`src/rtl/pc_sequencer.sv`:
```
// Next-PC controller: sequential fetch, branch/jump/call/return, stall, halt and a
// single-level interrupt, with a small return-address stack and saved exception PC.
module pc_sequencer #(
   parameter int               WIDTH       = 16,
   parameter logic [WIDTH-1:0] RESET_VEC   = 'h0000,
   parameter logic [WIDTH-1:0] IRQ_VEC     = 'h0100,
   parameter int               STACK_DEPTH = 4
) (
   input  logic             clk,
   input  logic             reset,
   input  logic [WIDTH-1:0] pc,
   input  logic             stall,
   input  logic             branch_taken,
   input  logic [WIDTH-1:0] branch_target,
   input  logic             jump,
   input  logic             call,
   input  logic [WIDTH-1:0] jump_target,
   input  logic             ret,
   input  logic             iret,
   input  logic             halt,
   input  logic             irq,
   output logic [WIDTH-1:0] next_pc,
   output logic             irq_ack,
   output logic             in_isr,
   output logic             halted,
   output logic             stack_overflow,
   output logic             stack_underflow
);

   localparam int              IDX_W   = (STACK_DEPTH > 1) ? $clog2(STACK_DEPTH) : 1;
   localparam int              SP_W    = IDX_W + 1;
   localparam logic [SP_W-1:0] SP_FULL = SP_W'(STACK_DEPTH);

   typedef enum logic [1:0] {
      ST_RUN  = 2'd0,
      ST_ISR  = 2'd1,
      ST_HALT = 2'd2
   } state_t;

   state_t           r_state;
   state_t           w_state_nxt;
   logic [SP_W-1:0]  r_sp;
   logic [WIDTH-1:0] r_stack [STACK_DEPTH];
   logic [WIDTH-1:0] r_epc;
   logic             r_ovf;
   logic             r_unf;

   logic [WIDTH-1:0] w_pc_inc;
   logic [WIDTH-1:0] w_top;
   logic [WIDTH-1:0] w_next;
   logic [IDX_W-1:0] w_push_idx;
   logic [IDX_W-1:0] w_top_idx;
   logic             w_empty;
   logic             w_full;
   logic             w_push;
   logic             w_pop;
   logic             w_irq_entry;
   logic             w_set_ovf;
   logic             w_set_unf;

   assign w_pc_inc   = pc + WIDTH'(1);
   assign w_empty    = (r_sp == '0);
   assign w_full     = (r_sp == SP_FULL);
   // The pointer counts occupied entries; its low bits address the next free slot.
   assign w_push_idx = r_sp[IDX_W-1:0];
   assign w_top_idx  = w_push_idx - IDX_W'(1);
   assign w_top      = r_stack[w_top_idx];

   always_comb begin
      w_next      = w_pc_inc;
      w_state_nxt = r_state;
      w_push      = 1'b0;
      w_pop       = 1'b0;
      w_irq_entry = 1'b0;
      w_set_ovf   = 1'b0;
      w_set_unf   = 1'b0;

      if (stall) begin
         w_next = pc;
      end else if (r_state == ST_HALT) begin
         w_next = pc;
         if (irq) w_irq_entry = 1'b1;
      end else if (r_state == ST_ISR && iret) begin
         w_next      = r_epc;
         w_state_nxt = ST_RUN;
      end else if (r_state != ST_ISR && irq) begin
         w_irq_entry = 1'b1;
      end else if (r_state != ST_ISR && halt) begin
         w_next      = pc;
         w_state_nxt = ST_HALT;
      end else if (ret) begin
         if (!w_empty) begin
            w_next = w_top;
            w_pop  = 1'b1;
         end else begin
            w_set_unf = 1'b1;
         end
      end else if (call) begin
         w_next = jump_target;
         if (!w_full) w_push    = 1'b1;
         else         w_set_ovf = 1'b1;
      end else if (jump) begin
         w_next = jump_target;
      end else if (branch_taken) begin
         w_next = branch_target;
      end

      if (w_irq_entry) begin
         w_next      = IRQ_VEC;
         w_state_nxt = ST_ISR;
      end
   end

   assign next_pc         = reset ? RESET_VEC : w_next;
   assign irq_ack         = w_irq_entry & ~reset;
   assign in_isr          = (r_state == ST_ISR);
   assign halted          = (r_state == ST_HALT);
   assign stack_overflow  = r_ovf;
   assign stack_underflow = r_unf;

   always_ff @(posedge clk or posedge reset) begin
      if (reset) begin
         r_state <= ST_RUN;
         r_sp    <= '0;
         r_epc   <= '0;
         r_ovf   <= 1'b0;
         r_unf   <= 1'b0;
      end else begin
         r_state <= w_state_nxt;
         if (w_push)      r_sp <= r_sp + SP_W'(1);
         else if (w_pop)  r_sp <= r_sp - SP_W'(1);
         if (w_irq_entry) r_epc <= pc;
         if (w_set_ovf)   r_ovf <= 1'b1;
         if (w_set_unf)   r_unf <= 1'b1;
      end
   end

   // Stack contents are plain storage; validity is tracked solely by r_sp.
   always_ff @(posedge clk) begin
      if (w_push) r_stack[w_push_idx] <= w_pc_inc;
   end

endmodule

```
`config.mk`:
```
export PLATFORM = sky130hd
export DESIGN_NAME = pc_sequencer
export DESIGN_NICKNAME = d
export VERILOG_FILES = /design/src/rtl/pc_sequencer.sv
export SDC_FILE = /design/constraint.sdc
export NUM_CORES = 1
export LEC_CHECK = 0
export ABC_AREA = 1
export BUFFER_PORTS_ARGS = -buffer_cell sky130_fd_sc_hd__buf_4
export CAP_MARGIN = 25
export CORE_MARGIN = 2
export CORE_UTILIZATION = 40
export CTS_CLUSTER_DIAMETER = 120
export CTS_CLUSTER_SIZE = 16
export DETAILED_ROUTE_END_ITERATION = 6
export GPL_ROUTABILITY_DRIVEN = 1
export GPL_TIMING_DRIVEN = 1
export PLACE_DENSITY = 0.62
export SLEW_MARGIN = 30
export SYNTH_ARGS = -nofsm -noshare
export SYNTH_HDL_FRONTEND = slang
export SYNTH_SLANG_ARGS = --single-unit
```
`constraint.sdc`:
```
create_clock -name clk -period 2.3 [get_ports clk]
set_input_delay 0.23 -clock clk [delete_from_list [all_inputs] [get_ports clk]]
set_output_delay 0.23 -clock clk [all_outputs]
set_load 0.02 [all_outputs]
```
# Word level (Yosys, flattened, before mapping)
# Memory sizes are Yosys's and may differ from the RTL's.
# Index checks and enable logic that the tools add are counted.
# totals
inputBits,58
wordCells,83
reg_bits,23
mem_bits_rw,64
n_memories,1
output_inout_bits,21
# classes
n_mux,57
eq_ne,7
n_addsub,4
n_reduce_logical,7
n_bitwise,2
# memory_table
memory,words,width,read_ports,rd_clocked_by_memory_dff,write_ports,line,rtl
r_stack,4,16,1,0,1,43,logic [WIDTH-1:0] r_stack [STACK_DEPTH];
# op_table
operator,n
2-to-1 mux 16 bit,12
2-to-1 mux 1 bit,37
"adder 16 x 1 -> 16 bit, second input constant",1
2-to-1 mux 2 bit,6
2-to-1 mux 3 bit,2
"inequality test 2 x 1 -> 1 bit, second input constant",3
AND reduction 4 bit,1
"adder 3 x 1 -> 3 bit, second input constant",1
"== test 3 bit, second input constant",1
logical AND 1 bit,3
logical NOT 3 bit,1
"inequality test 3 bit, second input constant",1
nonzero test 3 bit,1
"subtractor 3 x 1 -> 3 bit, second input constant",1
"== test 2 x 1 -> 1 bit, second input constant",1
"== test 2 bit, second input constant",1
nonzero test 2 bit,1
"subtractor 2 x 1 -> 2 bit, second input constant",1
bitwise AND 1 bit,1
inverter 1 bit,1

# Depth between registers and ports, before layout
# depth
ltp_word,12
ltp_mapped,17
mapped_depth_nobuf,14

# Worst setup path after synthesis
# No wires, ideal clock.
# synth_path
kind,register -> output
startpoint,reg r_sp[0]
endpoint,out next_pc[6]
path_slack_ns,-0.244
required_time_ns,2.070
stages_incl_launch_ff,16
arrival_time_ns,2.314
cell_sequence,dfrtp_1 > buf_2 > inv_2 > buf_2 > ha_1 > buf_4 > inv_1 > buf_2 > o21ai_0 > nor2_1 > o22ai_1 > nand2_1 > nand2_1 > nand2_1 > nand2_1 > a21oi_1
# synth_between
elab_chain_len,11
# synth_lines
element,line,rtl
from (decl),42,logic [SP_W-1:0] r_sp;
from (signal assigned),130,if (w_push) r_sp <= r_sp + SP_W'(1);
from (signal assigned),131,else if (w_pop) r_sp <= r_sp - SP_W'(1);
subtractor 2 x 1 -> 2 bit,66,assign w_top_idx = w_push_idx - IDX_W'(1);
via w_top_idx[0],52,logic [IDX_W-1:0] w_top_idx;
memory read (4 x 16 bit),--,
2-to-1 mux 16 bit,92,if (!w_empty) begin
2-to-1 mux 16 bit,91,end else if (ret) begin
2-to-1 mux 16 bit,88,end else if (r_state != ST_ISR && halt) begin
2-to-1 mux 16 bit,86,end else if (r_state != ST_ISR && irq) begin
2-to-1 mux 16 bit,83,end else if (r_state == ST_ISR && iret) begin
2-to-1 mux 16 bit,80,end else if (r_state == ST_HALT) begin
2-to-1 mux 16 bit,78,if (stall) begin
2-to-1 mux 16 bit,108,if (w_irq_entry) begin
2-to-1 mux 16 bit,114,assign next_pc = reset ? RESET_VEC : w_next;
to (decl),22,"output logic [WIDTH-1:0] next_pc,"
# The timed path passes the listed nets, and every way through them passes these cells.

# Worst setup path after layout
# layout_path
startpoint,reg r_sp[0]
endpoint,out next_pc[15]
# layout_between
elab_chain_len,11
# layout_lines
element,line
subtractor 2 x 1 -> 2 bit,66
memory read (4 x 16 bit),--
2-to-1 mux 16 bit *,92
2-to-1 mux 16 bit *,91
2-to-1 mux 16 bit *,88
2-to-1 mux 16 bit *,86
2-to-1 mux 16 bit *,83
2-to-1 mux 16 bit *,80
2-to-1 mux 16 bit *,78
2-to-1 mux 16 bit *,108
2-to-1 mux 16 bit *,114
# Mark *: on every way between the ends. The rest lies on a longest branch, timed or not.

==> reports/metrics.cfg <==
[finish]
stdcell_area_mm2=0.00710
finish.utilization=0.542
diodes=0
final_nets=874
drive_gt1_frac=0.291
syn_to_final_growth_pct=33.6

[clock_network]
htreeDepth=3
cts_buffers=9
cts_root_buffer=clkbuf_16
clock_sinks=87
cts_tree=yes
cts_buffer_depth=2
path_clk_slew_ns=0.07
postCtsHoldBufs=0
clkLatencyLatePin_ns=0.34

[setup_path]
path_cells=inv_4, ha_4, buf_6, nor2_2, o21ai_2, o211ai_1, o211ai_1, nand3_1, nand3_2, a21oi_2, buf_4
worstPathRequired_ns=2.07
slowest_stage=dfrtp_1
critical_path_class=reg -> out
critPathMaxFanout=6
arrival_ns=2.17
cpPeakStageDelay_ns=0.39
end_kind=output pin
crit_top_cell=o211ai_1
crit_path_start_kind=flip-flop

[synth]
synth_fp_nets=757
synth_cell_type_count=43
yosys_most_used_dff=edfxtp_1
synth_commonest_cells=220 x nand2_1, 77 x nor2_1, 64 x edfxtp_1
yosysMostFrequentCell=nand2_1
synthTopCellsByArea=edfxtp_1 36%, nand2_1 16%, dfrtp_1 11%, nor2_1 5.4%, nand3_1 5.2%
synth.avg_cell_area_um2=7.67
seq_area_frac_synth=0.470
ys_ff_latch=87
synthArstFlopShare=0.264
synthCells=693
synth_top_area_cell=edfxtp_1
synth.top_cell.area_share=0.362
synth_edf_count=64
netlist_area_mm2=0.00531
yosysWarningCount=0

[power_and_ir_drop]
power_density_mw_per_mm2=1120
p_leak_nw=3.20
power.total_w=0.00798
max-vdd-ir-drop_uv=560

[sta]
finalCritPeriodShare=1.04
max_freq_ghz=0.417
setup_viol=13
worst_pin_slew_ns=0.423
hold_viol_final=1
relSlewSlack=0.717
skew_ns=0.00468
drv_slew=0
rsz0062_at_grt=true
timing.hold.ws_ns=-0.00166
finalSetupTns_ns=-0.878
period_needed_ns=2.40
worst_slack_ns=-0.0986

[min_path]
hp-class=in -> async

[run_status]
status=complete, but fails checks
violations=negative hold slack, negative setup slack

[placed_design]
dp_hpwl_um=12500
pre_cts_ws_ns=0.0921
place_area_mm2=0.00632
gp_congestion=0.938
io_buffers=78

[grt]
grt_usage=0.243
grt_pass1_vias=4911
grt_max_degree=37
antenna_found_initial=0
grt_pass1_wl_um=26700
overflow=0

[detailed_routing]
drtAntennaViolNets=0
drt_iter0_drc=469
wire_per_inst_um=17.6
vias=5211
vias_per_cell=5.26
drcViolationCount=0
routed_wl_um=17500
firstDrtPassIters=5

[floorplan]
initial_core_util=0.406
dieWidth_um=119
rows=42
die_h_um=119
pin_count=79
core_mm2=0.0131
dieArea_mm2=0.0142

[run]
cap_violations=0

-- state kept, by name, indices dropped and copies added (netlist names) --
name,cells
r_epc,16
stack_underflow,1
r_state,2
stack_overflow,1
r_stack,64
r_sp,3
-- final cells by class --
cell class	instances	area, µm²
well taps	176	220
fillers	1196	5990
inverters	68	272
clock inverters	5	81.3
clock buffers	11	233
repair buffers	133	1110
flip-flops and latches	87	2500
multi-input cells	511	2680
-- final timing paths --
path / from / end / slack [ns] / cells after the start
worst max-delay path: r_sp[0]$_DFFE_PP0P_ / next_pc[15] / -0.1 / 11
worst min-delay path: reset / r_epc[4]$_DFFE_PP0P_ / -0.002 / 3
worst max register to register: r_state[0]$_DFFE_PP0P_ / r_stack[2][12]$_DFFE_PP_ / 0.16 / 9
worst min register to register: stack_underflow$_DFFE_PP0P_ / stack_underflow$_DFFE_PP0P_ / 0.46 / 1
max in group asynchronous: reset / r_state[0]$_DFFE_PP0P_ / 2.03 / 3
min in group clk: pc[13] / r_epc[13]$_DFFE_PP0P_ / 0.17 / 3
-- worst max-delay path, delay by kind of cell, from the launching register on --
family / cells / cell delay, ns
AO/OA/AOI/OAI: 4 / 0.49
AND/OR/NAND/NOR: 3 / 0.30
adder cells (fa/ha/maj): 1 / 0.28
flip-flops: 1 / 0.39
buffers and inverters: 3 / 0.35
-- through the flow --
step	hold WS (ns)	instances
floorplan	0.240	693
CTS	0.0105	982
detailed placement	0.368	954
global route	0.0412	991
global placement	0.357	954
finish	-0.00166	991
-- kinds of logic after synthesis --
logic type	after synthesis	synth area share
simple gates	384	0.307
buf+inv	96	0.0730
xor+xnor	8	0.0146
flops	87	0.470
compound gates	112	0.120
fa+ha+maj	6	0.0155
-- where the power goes --
| group | internal [W] | switching [W] |
|---|---|---|
| clock | 0.000955 | 0.000624 |
| combinational | 0.00172 | 0.00262 |
| sequential | 0.00193 | 0.000126 |
| total | 0.00461 | 0.00337 |
-- layout by cell type, fill, tap and decap left out, types with 7 or more instances in the layout --
| master | instances |
|---|---|
| inv_2 | 8 |
| nand3_1 | 43 |
| dfrtp_1 | 22 |
| nand2_2 | 13 |
| nor2_2 | 10 |
| nand2_1 | 210 |
| o21ai_1 | 13 |
| clkbuf_16 | 11 |
| inv_1 | 55 |
| o21ai_0 | 44 |
| nor2_1 | 74 |
| edfxtp_1 | 64 |
| a21oi_2 | 15 |
| nand3_2 | 14 |
| a21oi_1 | 12 |
| buf_4 | 121 |
| o211ai_1 | 9 |
| xor2_1 | 7 |
-- routing by layer --
metal	share of wire	global-route usage	vias to the layer above
met5	0	0	-
met1	0.43	0.333	2445
met4	0.025	0.0878	0
met2	0.49	0.401	229
met3	0.060	0.0230	29
li1	-	-	2508
-- what timing repair did --
item / 4_1_cts / 5_1_grt
endpoints found under the setup margin: 16 / 17
resized for setup: 36 / 47
gates cloned: 1 / 2
hold endpoints to repair: 0 / 0
setup buffers: 11 / 7
pin swaps: 12 / 17
Power figures use the tool's default switching activity.
